`src/rtl/ps2_key_decoder.sv`:
```
`timescale 1ns/1ps
// ps2_key_decoder
//   Receives PS/2 keyboard frames (scan code set 2) and reports the ASCII code
//   of the held key among B, D, E, F, R for the playback keyboard controller.
//
// Ports:
//   clock        system clock
//   reset        asynchronous active-low reset
//   ps2_clk      raw PS/2 clock pin (asynchronous)
//   ps2_data     raw PS/2 data pin (asynchronous)
//   pressed_key  ASCII of held key, 8'h00 when none
//   key_strobe   one-cycle pulse when pressed_key takes a new nonzero value
//   frame_error  one-cycle pulse on start/stop/parity/timeout error
//
// Parameter:
//   TIMEOUT_CYCLES  cycles without a PS/2 clock falling edge before a
//                   partial frame is aborted
//
// Build option:
//   PS2_PARITY_CHECK_EN  when defined, frames failing odd parity are dropped
//                        and flagged; otherwise the parity bit is ignored.
module ps2_key_decoder #(
   parameter int TIMEOUT_CYCLES = 50000
) (
   input  logic       clock,
   input  logic       reset,
   input  logic       ps2_clk,
   input  logic       ps2_data,
   output logic [7:0] pressed_key,
   output logic       key_strobe,
   output logic       frame_error
);

   localparam int CW = (TIMEOUT_CYCLES > 2) ? $clog2(TIMEOUT_CYCLES) : 1;
   localparam logic [CW-1:0] TO_LAST = CW'(TIMEOUT_CYCLES - 1);

   typedef enum logic [1:0] {IDLE, DATA, PARITY, STOP} state_t;

   state_t          state_q, state_d;
   logic            clk_s1, clk_s2, clk_prev;
   logic            dat_s1, dat_s2;
   logic            fall;
   logic [7:0]      shift_q;
   logic [2:0]      bit_cnt_q;
   logic            par_q;
   logic [CW-1:0]   to_cnt_q;
   logic            byte_done_q;
   logic            err_d, done_d;
   logic            frame_ok;
   logic            ext_flag, break_flag;
   logic [7:0]      code_ascii;

   // Two-stage synchronisers plus one extra stage on the clock for edge detect.
   always_ff @(posedge clock or negedge reset) begin
      if (!reset) begin
         clk_s1   <= 1'b1;
         clk_s2   <= 1'b1;
         clk_prev <= 1'b1;
         dat_s1   <= 1'b1;
         dat_s2   <= 1'b1;
      end else begin
         clk_s1   <= ps2_clk;
         clk_s2   <= clk_s1;
         clk_prev <= clk_s2;
         dat_s1   <= ps2_data;
         dat_s2   <= dat_s1;
      end
   end

   assign fall = clk_prev & ~clk_s2;

`ifdef PS2_PARITY_CHECK_EN
   assign frame_ok = dat_s2 & (^{shift_q, par_q});
`else
   assign frame_ok = dat_s2;
`endif

   always_comb begin
      state_d = state_q;
      err_d   = 1'b0;
      done_d  = 1'b0;
      case (state_q)
         IDLE: begin
            if (fall) begin
               if (!dat_s2) state_d = DATA;
               else         err_d   = 1'b1;
            end
         end
         DATA: begin
            if (fall && bit_cnt_q == 3'd7) state_d = PARITY;
         end
         PARITY: begin
            if (fall) state_d = STOP;
         end
         STOP: begin
            if (fall) begin
               state_d = IDLE;
               if (frame_ok) done_d = 1'b1;
               else          err_d  = 1'b1;
            end
         end
         default: state_d = IDLE;
      endcase
      // A real edge takes priority over an expiring timeout in the same cycle.
      if (state_q != IDLE && !fall && to_cnt_q == TO_LAST) begin
         state_d = IDLE;
         err_d   = 1'b1;
      end
   end

   always_ff @(posedge clock or negedge reset) begin
      if (!reset) begin
         state_q     <= IDLE;
         frame_error <= 1'b0;
         byte_done_q <= 1'b0;
         shift_q     <= '0;
         bit_cnt_q   <= '0;
         par_q       <= 1'b0;
         to_cnt_q    <= '0;
      end else begin
         state_q     <= state_d;
         frame_error <= err_d;
         byte_done_q <= done_d;
         if (fall && state_q == IDLE) bit_cnt_q <= '0;
         if (fall && state_q == DATA) begin
            shift_q[bit_cnt_q] <= dat_s2;
            bit_cnt_q          <= bit_cnt_q + 3'd1;
         end
         if (fall && state_q == PARITY) par_q <= dat_s2;
         if (fall || state_q == IDLE)   to_cnt_q <= '0;
         else if (to_cnt_q != TO_LAST)  to_cnt_q <= to_cnt_q + 1'b1;
      end
   end

   always_comb begin
      case (shift_q)
         8'h32:   code_ascii = 8'h42;
         8'h23:   code_ascii = 8'h44;
         8'h24:   code_ascii = 8'h45;
         8'h2B:   code_ascii = 8'h46;
         8'h2D:   code_ascii = 8'h52;
         default: code_ascii = 8'h00;
      endcase
   end

   // shift_q is stable while byte_done_q is high: the next data bit cannot
   // arrive until several cycles after the stop bit.
   always_ff @(posedge clock or negedge reset) begin
      if (!reset) begin
         pressed_key <= '0;
         key_strobe  <= 1'b0;
         ext_flag    <= 1'b0;
         break_flag  <= 1'b0;
      end else begin
         key_strobe <= 1'b0;
         if (byte_done_q) begin
            if (shift_q == 8'hE0) begin
               ext_flag <= 1'b1;
            end else if (shift_q == 8'hF0) begin
               break_flag <= 1'b1;
            end else begin
               ext_flag   <= 1'b0;
               break_flag <= 1'b0;
               if (!ext_flag && code_ascii != 8'h00) begin
                  if (break_flag) begin
                     if (code_ascii == pressed_key) pressed_key <= '0;
                  end else if (code_ascii != pressed_key) begin
                     pressed_key <= code_ascii;
                     key_strobe  <= 1'b1;
                  end
               end
            end
         end
      end
   end

endmodule

```
`config.mk`:
```
export PLATFORM = sky130hd
export DESIGN_NAME = ps2_key_decoder
export DESIGN_NICKNAME = d
export VERILOG_FILES = /design/src/rtl/ps2_key_decoder.sv
export SDC_FILE = /design/constraint.sdc
export NUM_CORES = 1
export LEC_CHECK = 0
export BUFFER_PORTS_ARGS = -buffer_cell sky130_fd_sc_hd__buf_2
export CAP_MARGIN = 20
export CORE_UTILIZATION = 35
export CTS_BUF_LIST = sky130_fd_sc_hd__clkbuf_8
export DETAILED_ROUTE_END_ITERATION = 10
export GPL_ROUTABILITY_DRIVEN = 0
export GPL_TIMING_DRIVEN = 0
export SYNTH_ARGS = -nofsm -noshare
export SYNTH_HDL_FRONTEND = slang
export SYNTH_SLANG_ARGS = --single-unit
```
`constraint.sdc`:
```
create_clock -name clock -period 4.2 [get_ports clock]
set_input_delay 0.84 -clock clock [delete_from_list [all_inputs] [get_ports clock]]
set_output_delay 0.84 -clock clock [all_outputs]
set_load 0.03 [all_outputs]
```
==> results of run 1 <==
area by class of cell:
class | instances | area (µm²) | share of cell area (%)
multi-input combinational | 156 | 1120 | 43.6
sequential | 44 | 1110 | 43.1
tap | 77 | 96.3 | 3.75
clock buffer | 6 | 82.6 | 3.22
timing repair buffer | 11 | 70.1 | 2.73
buffer | 11 | 56.3 | 2.19
inverter | 6 | 22.5 | 0.878
clock inverter | 2 | 11.3 | 0.439
synth_stat cells (2+ instances only):
master	n	area (µm²)
dfrtp_1	39	976
nor2_1	27	101
nand2_1	11	41.3
nand3_1	11	55.1
xor2_1	10	87.6
ha_1	8	100
mux2_2	8	90.1
inv_1	6	22.5
nor3_1	6	30.0
o21ai_0	6	30.0
xnor2_1	6	52.6
a21oi_1	5	25.0
and3_1	5	31.3
clkbuf_1	5	18.8
dfstp_2	5	131
nand4_1	5	31.3
mux2_4	4	60.1
buf_2	3	15.0
buf_4	3	22.5
mux2i_1	3	30.0
nand3b_1	3	22.5
nor4b_1	3	26.3
a211oi_1	2	15.0
a32o_1	2	20.0
nand2b_1	2	12.5
nor3b_1	2	15.0
nor4bb_1	2	20.0
o31ai_1	2	15.0
or4b_1	2	20.0
sequential cells by signal, summed over array words and instances (netlist names):
name	cells
to_cnt_q	16
shift_q	8
pressed_key	5
bit_cnt_q	3
state_q	2
break_flag	1
byte_done_q	1
clk_prev	1
clk_s1	1
clk_s2	1
dat_s1	1
dat_s2	1
ext_flag	1
frame_error	1
key_strobe	1
cells by family (layout without fill, tap and decap cells):
logic type               after synthesis  in the layout  share of synthesized area (%)
AO/OA/AOI/OAI                         26             26                           8.33
XOR/XNOR                              16             16                           6.10
adder cells (fa/ha/maj)                8              8                           4.36
buffers and inverters                 17             36                           3.43
flip-flops                            44             44                           48.2
multiplexers                          15             15                           7.84
other                                  1              3                          0.163
AND/OR/NAND/NOR                       88             88                           21.6
per-stage QoR:
stage | hold slack [ps] | setup WS, ps
after floorplan | 345 | 1120
after global placement | 346 | 941
after detailed placement | 347 | 926
after CTS | 359 | 918
after global routing | 363 | 743
final | 357 | 956
layer usage:
metal	vias to the layer above	track usage, %	wire length, µm
met3	4	2.98	88
li1	796	-	-
met1	716	15.0	1810
met2	15	20.3	1780
met4	0	4.70	45
met5	-	0	0
worst max path at each step:
stage	depth (start not counted)	to	slack (ps)
after floorplan	10	pressed_key[0]	1120
after global placement	10	pressed_key[2]	940
after detailed placement	10	pressed_key[2]	930
after CTS	10	pressed_key[2]	920
after global routing	10	pressed_key[2]	740
final	10	pressed_key[2]	960
worst max-delay path, stage by stage (launching register included):
cell and delay [ps]:
dfrtp_1 440, or4b_1 540, buf_2 170, a211oi_1 250, xor2_1 100, nor3_1 220, o211ai_2 120, ha_1 270
or3_2 520, nor2_4 200, mux2_4 320
power by group:
group          leakage (nW)  switching, mW  internal, mW  total (mW)
registers             0.585         0.0528         0.481       0.533
logic                 0.496          0.161         0.113       0.274
clock network        0.0486          0.141         0.131       0.272
==> summary.md, run 1 <==
| Metric | Value |
|---|---|
| Outcome | finished, final reports clean |
| Post-CTS Hold Buffers | 0 |
| Syn Area/Cell | 10.7 µm² |
| Fraction of registers with async set/reset | between 90% and 100% |
| IO Pins | 14 |
| Clock Pin Slew Worst Setup and Hold Paths | 90 ps |
| DP HPWL | ~2600 µm |
| Post-CTS Setup Bufs | 0 |
| WL/cell | between 10 and 15 µm |
| Fill cell count | about 600 |
| Non-Filler Instances | 313 |
| Critical path origin | shift_q[4] |
| Most frequent cells in the layout | 39 x dfrtp_1, 27 x nor2_1, 13 x buf_2 |
| Reg2Reg Capture Point | pressed_key[2] |
| Final setup violation count | 0 |
| GRT Residual Overflow | 0 |
| Req. time, crit path | 4380 ps |
| PD cells | between 400 and 500 nW/µm² |
| Setup_tns | 0 ps |
| Core Box Area | 6350 µm² |
| Cell area after synthesis | between 2000 and 2500 µm² |
| Hold Path End | dat_s2 |
| Share of layout cells above drive strength 1 | between 20% and 30% |
| Final ANT Viol Nets | 0 |
| Number of max-cap violations | 0 |
| Clk buf depth | 2 |
| CTS tree | built |
| H-tree lvl count | 2 |
| DRC viols | 0 |
| Die Ht | 83.0 µm |
| Die area | about 6900 µm² |
| Vias/cell | 4.89 |
| Final period util | 77.2% |
| Post-synth EDFFs | 0 |
| Drt pass-1 iters | 4 |
| Largest net degree at the start of global routing | 45 |
| Sequential fraction of the synthesis area | roughly half |
| Maximum vdd ir drop | 0.236 mV |
| Placed insts | about 300 |
| Setup repair after global routing missed its margin | no |
| Crit path DAT | around 3400 ps |
| Iteration-0 DRC Markers | between 40 and 50 |
| DR vias | 1531 |
| Clock root cell | clkbuf_8 |
| Top_reg_cell synth | dfrtp_1 |
| Clock Latency Late Sink | approximately 290 ps |
| Cell depth of the worst flop-to-flop path | 10 |
| Critical path startpoint category | register |
| Post-route minimum period | about 3200 ps |
| First-pass GRT wire length | 6730 µm |
| Initial Utilization | between 30% and 40% |
| Crit path kind | reg2reg |
| Commonest non-fill, non-tap cell in the layout | dfrtp_1 |
| Final Skew | 7.42 ps |
| Antenna diode instance count | 0 |
| Yosys Warn Count | 0 |
| WL final | around 3700 µm |
| Final Cell Area | 2570 µm² |
| Pins Over Slew Limit | 0 |
| GRT Total Usage | approximately 12% |
| Antenna violations before repair | 0 |
| Hold WC Path Type | reg2reg |
| Fmax | about 310 MHz |
| R2R setup slack | about 960 ps |
| Number of CTS-inserted buffers | 5 |
| Leakage | roughly 1.1 nW |
| R2r startpoint | shift_q[4] |
| Least-Margin Pin Slew | approximately 720 ps |
| Fin nets | 247 |
| Total power | 1.08 mW |
| Hold_sp | dat_s1 |
| CTS Sinks | between 40 and 50 |
| Vias in the first global route | about 1500 |
| Cell Rows | 29 |
| Final Hold Vio Count | 0 |
| Crit end category | register |
| Distinct cells, synth | between 40 and 50 |
| Crit path max fanout | 6 |
| Worst slew margin | 51.1% |
| Cells after synthesis | 215 |
| Width of the die | between 80 and 90 µm |
| Final core occ | about 40% |
| Area growth syn-to-layout | 11.6% |
| Number of synthesized register bits | 44 |
| Hold depth | 0 |
| IO Port Bufs | 10 |
| Placed cell areas | 2450 µm² |
| CTS resizes | 0 |
(Power assumes the default switching activity.)
==> run 2: changes to the inputs <==
--- a/config.mk
+++ b/config.mk
@@ -5,6 +5,7 @@
 export SDC_FILE = /design/constraint.sdc
 export NUM_CORES = 1
 export LEC_CHECK = 0
+export ABC_AREA = 1
 export BUFFER_PORTS_ARGS = -buffer_cell sky130_fd_sc_hd__buf_2
 export CAP_MARGIN = 20
 export CORE_UTILIZATION = 35
==> constraint.sdc (replaced) <==
create_clock -name clock -period 3.2 [get_ports clock]
set_input_delay 0.64 -clock clock [delete_from_list [all_inputs] [get_ports clock]]
set_output_delay 0.64 -clock clock [all_outputs]
set_load 0.03 [all_outputs]
==> run 2 against run 1 <==
Via count rose by 29%. Combinational power is 45% higher. Cell area increased by 6.3%. Critical path type unchanged. Critical endpoint is now pressed_key[1]. Largest power group unchanged. Wire length up 21%. Synthesized area up 6.3%. Worst hold slack got worse by 150 ps.
==> summary.md, run 2 <==
| Metric | Value |
|---|---|
| Post-CTS Setup Bufs | 0 |
| CTS tree | built |
| Setup repair after global routing missed its margin | no |
| Share of layout cells above drive strength 1 | between 10% and 20% |
| Top sig layer | met4 |
| Sequential fraction of the synthesis area | 45.3% |
| Crit path max fanout | 8 |
| Post-synth EDFFs | 0 |
| Top_reg_cell synth | dfrtp_1 |
| GRT Total Usage | between 10% and 20% |
| Yosys top cell area share | between 30% and 40% |
| Setup_tns | 0 ps |
| M1 wire length | roughly 2200 µm |
| Fmax | 450 MHz |
| Most frequent cells in the layout | 81 x nand2_1, 41 x inv_1, 41 x nor2_1 |
| Crit path DAT | between 2000 and 2500 ps |
| Outcome | finished, final reports clean |
| Clock Pin Slew Worst Setup and Hold Paths | around 90 ps |
| Crit path kind | reg2reg |
| Core Box Area | 6760 µm² |
| WL/cell | approximately 11 µm |
| Most used cell, CP | nand2_1 |
| Fraction of registers with async set/reset | 100% |
| DP HPWL | between 3000 and 4000 µm |
| Width of the die | 85.5 µm |
| DRC viols | 0 |
| Met2 WL | between 2000 and 2500 µm |
| Routed wl met3 | 166 µm |
| Die Ht | 85.5 µm |
| Clock Latency Late Sink | 300 ps |
| IO Port Bufs | 10 |
| Antenna violations before repair | 0 |
| Yosys Warn Count | 0 |
| Cell taking the most area after synthesis | dfrtp_1 |
| CTS resizes | 0 |
| Largest net degree at the start of global routing | between 40 and 50 |
| R2R setup slack | 980 ps |
| Final Hold Vio Count | 0 |
| CTS Sinks | 44 |
| Post-CTS Hold Buffers | 0 |
| Worst path slowest cell | dfrtp_1 |
| Commonest non-fill, non-tap cell in the layout | nand2_1 |
| H-tree lvl count | 2 |
| Distinct cells, synth | 33 |
| CP delay by family, top | simple AND/OR/NAND/NOR gates |
| R2r startpoint | shift_q[2] |
| Die area | roughly 7300 µm² |
| Clock root cell | clkbuf_8 |
| Critical path startpoint category | register |
| First-pass GRT wire length | between 7000 and 8000 µm |
| Worst path max stage delay | just under 400 ps |
| Final period util | a little over two thirds |
| Final setup violation count | 0 |
| Cells after synthesis | between 300 and 400 |
| Cell Rows | 30 |
| Fin nets | 349 |
| Leakage | between 1 and 1.5 nW |
| Most numerous cell in the Yosys netlist | nand2_1 |
| Clk buf depth | 2 |
| Iteration-0 DRC Markers | approximately 130 |
| PD cells | approximately 560 nW/µm² |
| Vias/cell | around 4.7 |
| Vias in the first global route | roughly 1800 |
| Crit-path cells | inv_1 -> nand2_1 -> nor2_1 -> nand2_1 -> nand3_2 -> nand2_1 -> nand2_1 -> nand3_1 -> ha_1 -> a21oi_2 -> nand3_2 -> nand2_1 -> nand2_1 |
| Reg2Reg Capture Point | pressed_key[1] |
| Largest register FFs | 16 |
| Initial Utilization | between 30% and 40% |
| Cell area after synthesis | around 2400 µm² |
| Final worst slack | just under 1000 ps |
| Non-Filler Instances | roughly 420 |
| Final ANT Viol Nets | 0 |
| Number of synthesized register bits | 44 |
| Registers with the most flip-flops | to_cnt_q: 16 flops, shift_q: 8 flops, pressed_key: 5 flops |
| Number of max-cap violations | 0 |
| Biggest register | to_cnt_q |
| Final Skew | 9.08 ps |
| Synth area leaders | dfrtp_1 40%, nand2_1 12%, nor2_1 6.3%, inv_1 6.1%, dfstp_2 5.4% |
| Cell depth of the worst flop-to-flop path | 13 |
| DR vias | roughly 2000 |
| Hold WC Path Type | in2async |
| IO Pins | 14 |
| Worst slack at placement | 970 ps |
| Final core occ | about two fifths |
| Placed insts | roughly 410 |
| Syn Area/Cell | around 7.7 µm² |
| Pins Over Slew Limit | 0 |
| Top cells by count, synth | 81 x nand2_1, 41 x nor2_1, 40 x inv_1 |
| Drt pass-1 iters | 5 |
| Post-route minimum period | ~2200 ps |
| WP buf/inv | 1 |
| Maximum vdd ir drop | 0.283 mV |
| Final Cell Area | 2730 µm² |
| GRT Residual Overflow | 0 |
| WL final | between 4000 and 5000 µm |
| Number of CTS-inserted buffers | 5 |
| Antenna diode instance count | 0 |
| Crit end category | register |
| Req. time, crit path | approximately 3400 ps |
| Area growth syn-to-layout | 11.7% |
| WHS | between 200 and 250 ps |
| Total power | 1.52 mW |
| Placed cell areas | around 2600 µm² |
## run 2: changes by cell type after synthesis, moves of 6 or more
cell / delta
inv_1: +34
nand4_1: +6
nand3_1: +7
mux2_2: -8
o21ai_0: +10
nor2_1: +14
nand2_1: +70
xor2_1: -7
## run 2: where the power goes
group,internal [mW],total (mW),switching [mW]
Clock,0.229,0.419,0.190
Sequential,0.637,0.707,0.0700
Combinational,0.137,0.396,0.259
## run 2: how the worst max path moves through the flow
| stage | start | to | slack (ps) | cells after the start |
|---|---|---|---|---|
| floorplan | shift_q[4] | pressed_key[2] | 1260 | 12 |
| global placement | shift_q[2] | pressed_key[2] | 1020 | 13 |
| detailed placement | shift_q[2] | pressed_key[1] | 970 | 13 |
| CTS | shift_q[2] | pressed_key[1] | 960 | 13 |
| global route | shift_q[3] | pressed_key[1] | 780 | 13 |
| finish | shift_q[2] | pressed_key[1] | 980 | 13 |
## run 2: routing by layer
metal	GRT usage, %	up-vias
li1	-	1051
met1	16.9	881
met3	3.56	7
met5	0	-
met2	21.8	35
met4	5.45	0
## run 2: final cells by class
class / instances / area, µm²
clock inverter: 3 / 38.8
clock buffer: 5 / 68.8
inverter: 45 / 169
fill: 685 / 4030
sequential: 44 / 1110
timing repair buffer: 11 / 70.1
buffer: 5 / 31.3
multi-input combinational: 225 / 1140
tap: 80 / 100
## run 2: kinds of logic (layout without fill, tap and decap cells)
logic type               after synthesis  count (layout)  synth area share [%]
AO/OA/AOI/OAI                         34              34                  7.79
flip-flops                            44              44                  45.3
buffers and inverters                 50              69                  8.20
other                                  1               3                 0.154
adder cells (fa/ha/maj)                8               8                  4.10
XOR/XNOR                               5               5                  1.79
AND/OR/NAND/NOR                      175             175                  32.6
## run 2: worst register-to-register path, stage by stage (launching register included)
cell	delay (ps)
dfrtp_1	390
inv_1	110
nand2_1	90
nor2_1	130
nand2_1	140
nand3_2	180
nand2_1	70
nand2_1	60
nand3_1	80
ha_1	290
a21oi_2	270
nand3_2	180
nand2_1	100
nand2_1	50
==> run 3: changes to the inputs <==
--- a/config.mk
+++ b/config.mk
@@ -5,7 +5,7 @@
 export SDC_FILE = /design/constraint.sdc
 export NUM_CORES = 1
 export LEC_CHECK = 0
-export ABC_AREA = 1
+export ABC_AREA = 0
 export BUFFER_PORTS_ARGS = -buffer_cell sky130_fd_sc_hd__buf_2
 export CAP_MARGIN = 20
 export CORE_UTILIZATION = 35
==> constraint.sdc (replaced) <==
create_clock -name clock -period 1.9 [get_ports clock]
set_input_delay 0.38 -clock clock [delete_from_list [all_inputs] [get_ports clock]]
set_output_delay 0.38 -clock clock [all_outputs]
set_load 0.03 [all_outputs]
==> run 3 against run 2 <==
The flow now finishes with violations (negative setup slack). Wire length shrank 10%. Sequential power grew 71%. Cell area grew 2.1%. Global-route usage shrank 0.76 points. Non-clock buffer count grew 19. Clock-buffer cell count grew 1. Clock skew shrank 3.3 ps. First-iteration DRC count shrank 71%. Register-to-register slack lost 2000 ps. Combinational power grew 63%. Critical path depth shrank 4. Critical path type unchanged. Highest routed layer unchanged.
==> summary.md, run 3 (synthesized netlist as in run 1, its figures left out) <==
| Metric | Value |
|---|---|
| IO Port Bufs | 10 |
| WHS | approximately 170 ps |
| Vias in the first global route | 1598 |
| Hold_sp | ps2_clk |
| Pins Over Slew Limit | 0 |
| Vias/cell | ~5 |
| Worst path slowest cell | or4b_4 |
| Crit path kind | reg2reg |
| Clock root cell | clkbuf_8 |
| Clock Latency Late Sink | roughly 300 ps |
| Fin nets | between 200 and 300 |
| Final setup violation count | 6 |
| Outcome | finished with violations |
| DP HPWL | approximately 2600 µm |
| Fmax | 345 MHz |
| Hold Path End | clk_s1 |
| Largest register FFs | 16 |
| CTS Sinks | 44 |
| Worst path depth | 9 |
| Final Hold Vio Count | 0 |
| Setup repair after global routing missed its margin | yes |
| GRT Total Usage | 12.6% |
| DRC viols | 0 |
| Die Ht | 83.0 µm |
| PD cells | approximately 940 nW/µm² |
| Crit end category | register |
| Reg2Reg Capture Point | pressed_key[0] |
| Cell depth of the worst flop-to-flop path | 9 |
| Biggest register | to_cnt_q |
| Hold depth | 1 |
| Most frequent cells in the layout | 34 x dfrtp_1, 27 x nor2_1, 17 x buf_4 |
| Number of CTS-inserted buffers | 5 |
| Antenna violations before repair | 0 |
| Final worst slack | -999 ps |
| CP delay by family, top | simple AND/OR/NAND/NOR gates |
| Core Box Area | between 6000 and 7000 µm² |
| Drt pass-1 iters | 4 |
| Antenna diode instance count | 0 |
| WP buf/inv | 0 |
| Total power | about 2.6 mW |
| WL/cell | between 10 and 15 µm |
| Worst path max stage delay | around 570 ps |
| First-pass GRT wire length | a little over 7000 µm |
| Area growth syn-to-layout | 21.1% |
| GRT Residual Overflow | 0 |
| Failing checks | negative setup slack |
| IO Pins | 14 |
| WL final | 4050 µm |
| Cell Rows | 29 |
| Critical path startpoint category | register |
| Crit path max fanout | 7 |
| Leakage | ~1.2 nW |
| Number of max-cap violations | 0 |
| Post-route minimum period | about 2900 ps |
| Width of the die | 83.0 µm |
| Registers with the most flip-flops | to_cnt_q: 16 flops, shift_q: 8 flops, pressed_key: 5 flops |
| Maximum vdd ir drop | a little under 0.6 mV |
| Placed insts | between 300 and 400 |
| Clk buf depth | 2 |
| Non-Filler Instances | 326 |
| Initial Utilization | around 36% |
| Largest net degree at the start of global routing | 45 |
| Iteration-0 DRC Markers | 36 |
| Die area | 6890 µm² |
| Share of layout cells above drive strength 1 | between 30% and 40% |
| Final ANT Viol Nets | 0 |
| CTS tree | built |
| Final period util | 153% |
| Crit path DAT | between 3000 and 4000 ps |
| R2r startpoint | shift_q[0] |
| Crit-path cells | or4b_4 -> nor4_4 -> a41o_2 -> and3_4 -> o211ai_4 -> ha_4 -> or3_4 -> nor2_4 -> mux2_4 |
| Hold WC Path Type | in2reg |
| Clock Pin Slew Worst Setup and Hold Paths | ~90 ps |
| Commonest non-fill, non-tap cell in the layout | dfrtp_1 |
| DR vias | about 1600 |
| Final Skew | a little under 6 ps |
| R2R setup slack | -1000 ps |
| Req. time, crit path | 2090 ps |
| H-tree lvl count | 2 |
[run 3: metrics by stage]
step / setup slack (ps) / utilization, % / setup TNS, ps / area, µm²
floorplan: -956 / - / -4680 / 2320
global placement: -1110 / 38.9 / -5610 / 2470
detailed placement: -1160 / 38.9 / -5900 / 2470
CTS: -965 / 42.7 / -4860 / 2710
global route: -1110 / 43.8 / -5750 / 2780
finish: -999 / 43.8 / -5060 / 2780
[run 3: layout make-up]
cell class | count | area [µm²]
Tap cell | 77 | 96.3
Sequential cell | 44 | 1110
Clock buffer | 6 | 82.6
Timing Repair Buffer | 26 | 185
Fill cell | 600 | 3570
Multi-Input combinational cell | 156 | 1200
Buffer | 9 | 48.8
Clock inverter | 2 | 38.8
Inverter | 6 | 22.5
[run 3: worst reg2reg max path: cells and delay by family (launching register included)]
| kind | cells | cell delay (ps) |
|---|---|---|
| fa+ha+maj | 1 | 230 |
| simple gates | 5 | 1540 |
| flops | 1 | 450 |
| mux | 1 | 320 |
| compound gates | 2 | 260 |
[run 3: routing by layer]
layer / global-route usage, % / vias up / part of all wire, %
met2: 20.8 / 16 / 47
met5: 0 / - / 0
met1: 15.7 / 775 / 48
met3: 3.18 / 10 / 2.6
li1: - / 822 / -
met4: 5.49 / 0 / 2.0
[run 3: power by group]
part	switching [mW]	internal, mW
logic	0.361	0.286
registers	0.143	1.07
clock network	0.333	0.430
[run 3: how the worst max path moves through the flow]
stage	from	endpoint	slack [ps]
2_1_floorplan	shift_q[7]	pressed_key[0]	-960
3_3_place_gp	shift_q[7]	pressed_key[2]	-1110
3_5_place_dp	shift_q[7]	pressed_key[0]	-1160
4_1_cts	shift_q[0]	pressed_key[0]	-970
5_1_grt	shift_q[0]	pressed_key[0]	-1110
6_report	shift_q[0]	pressed_key[0]	-1000
[run 3: timing repair]
| action | 4_1_cts | 5_1_grt |
|---|---|---|
| setup endpoints to repair | 6 | 24 |
| pin swaps | 5 | 1 |
| gates resized for setup | 14 | 6 |
| endpoints found under the hold margin | 0 | 11 |
| hold buffers | 0 | 1 |
| setup buffers | 11 | 3 |
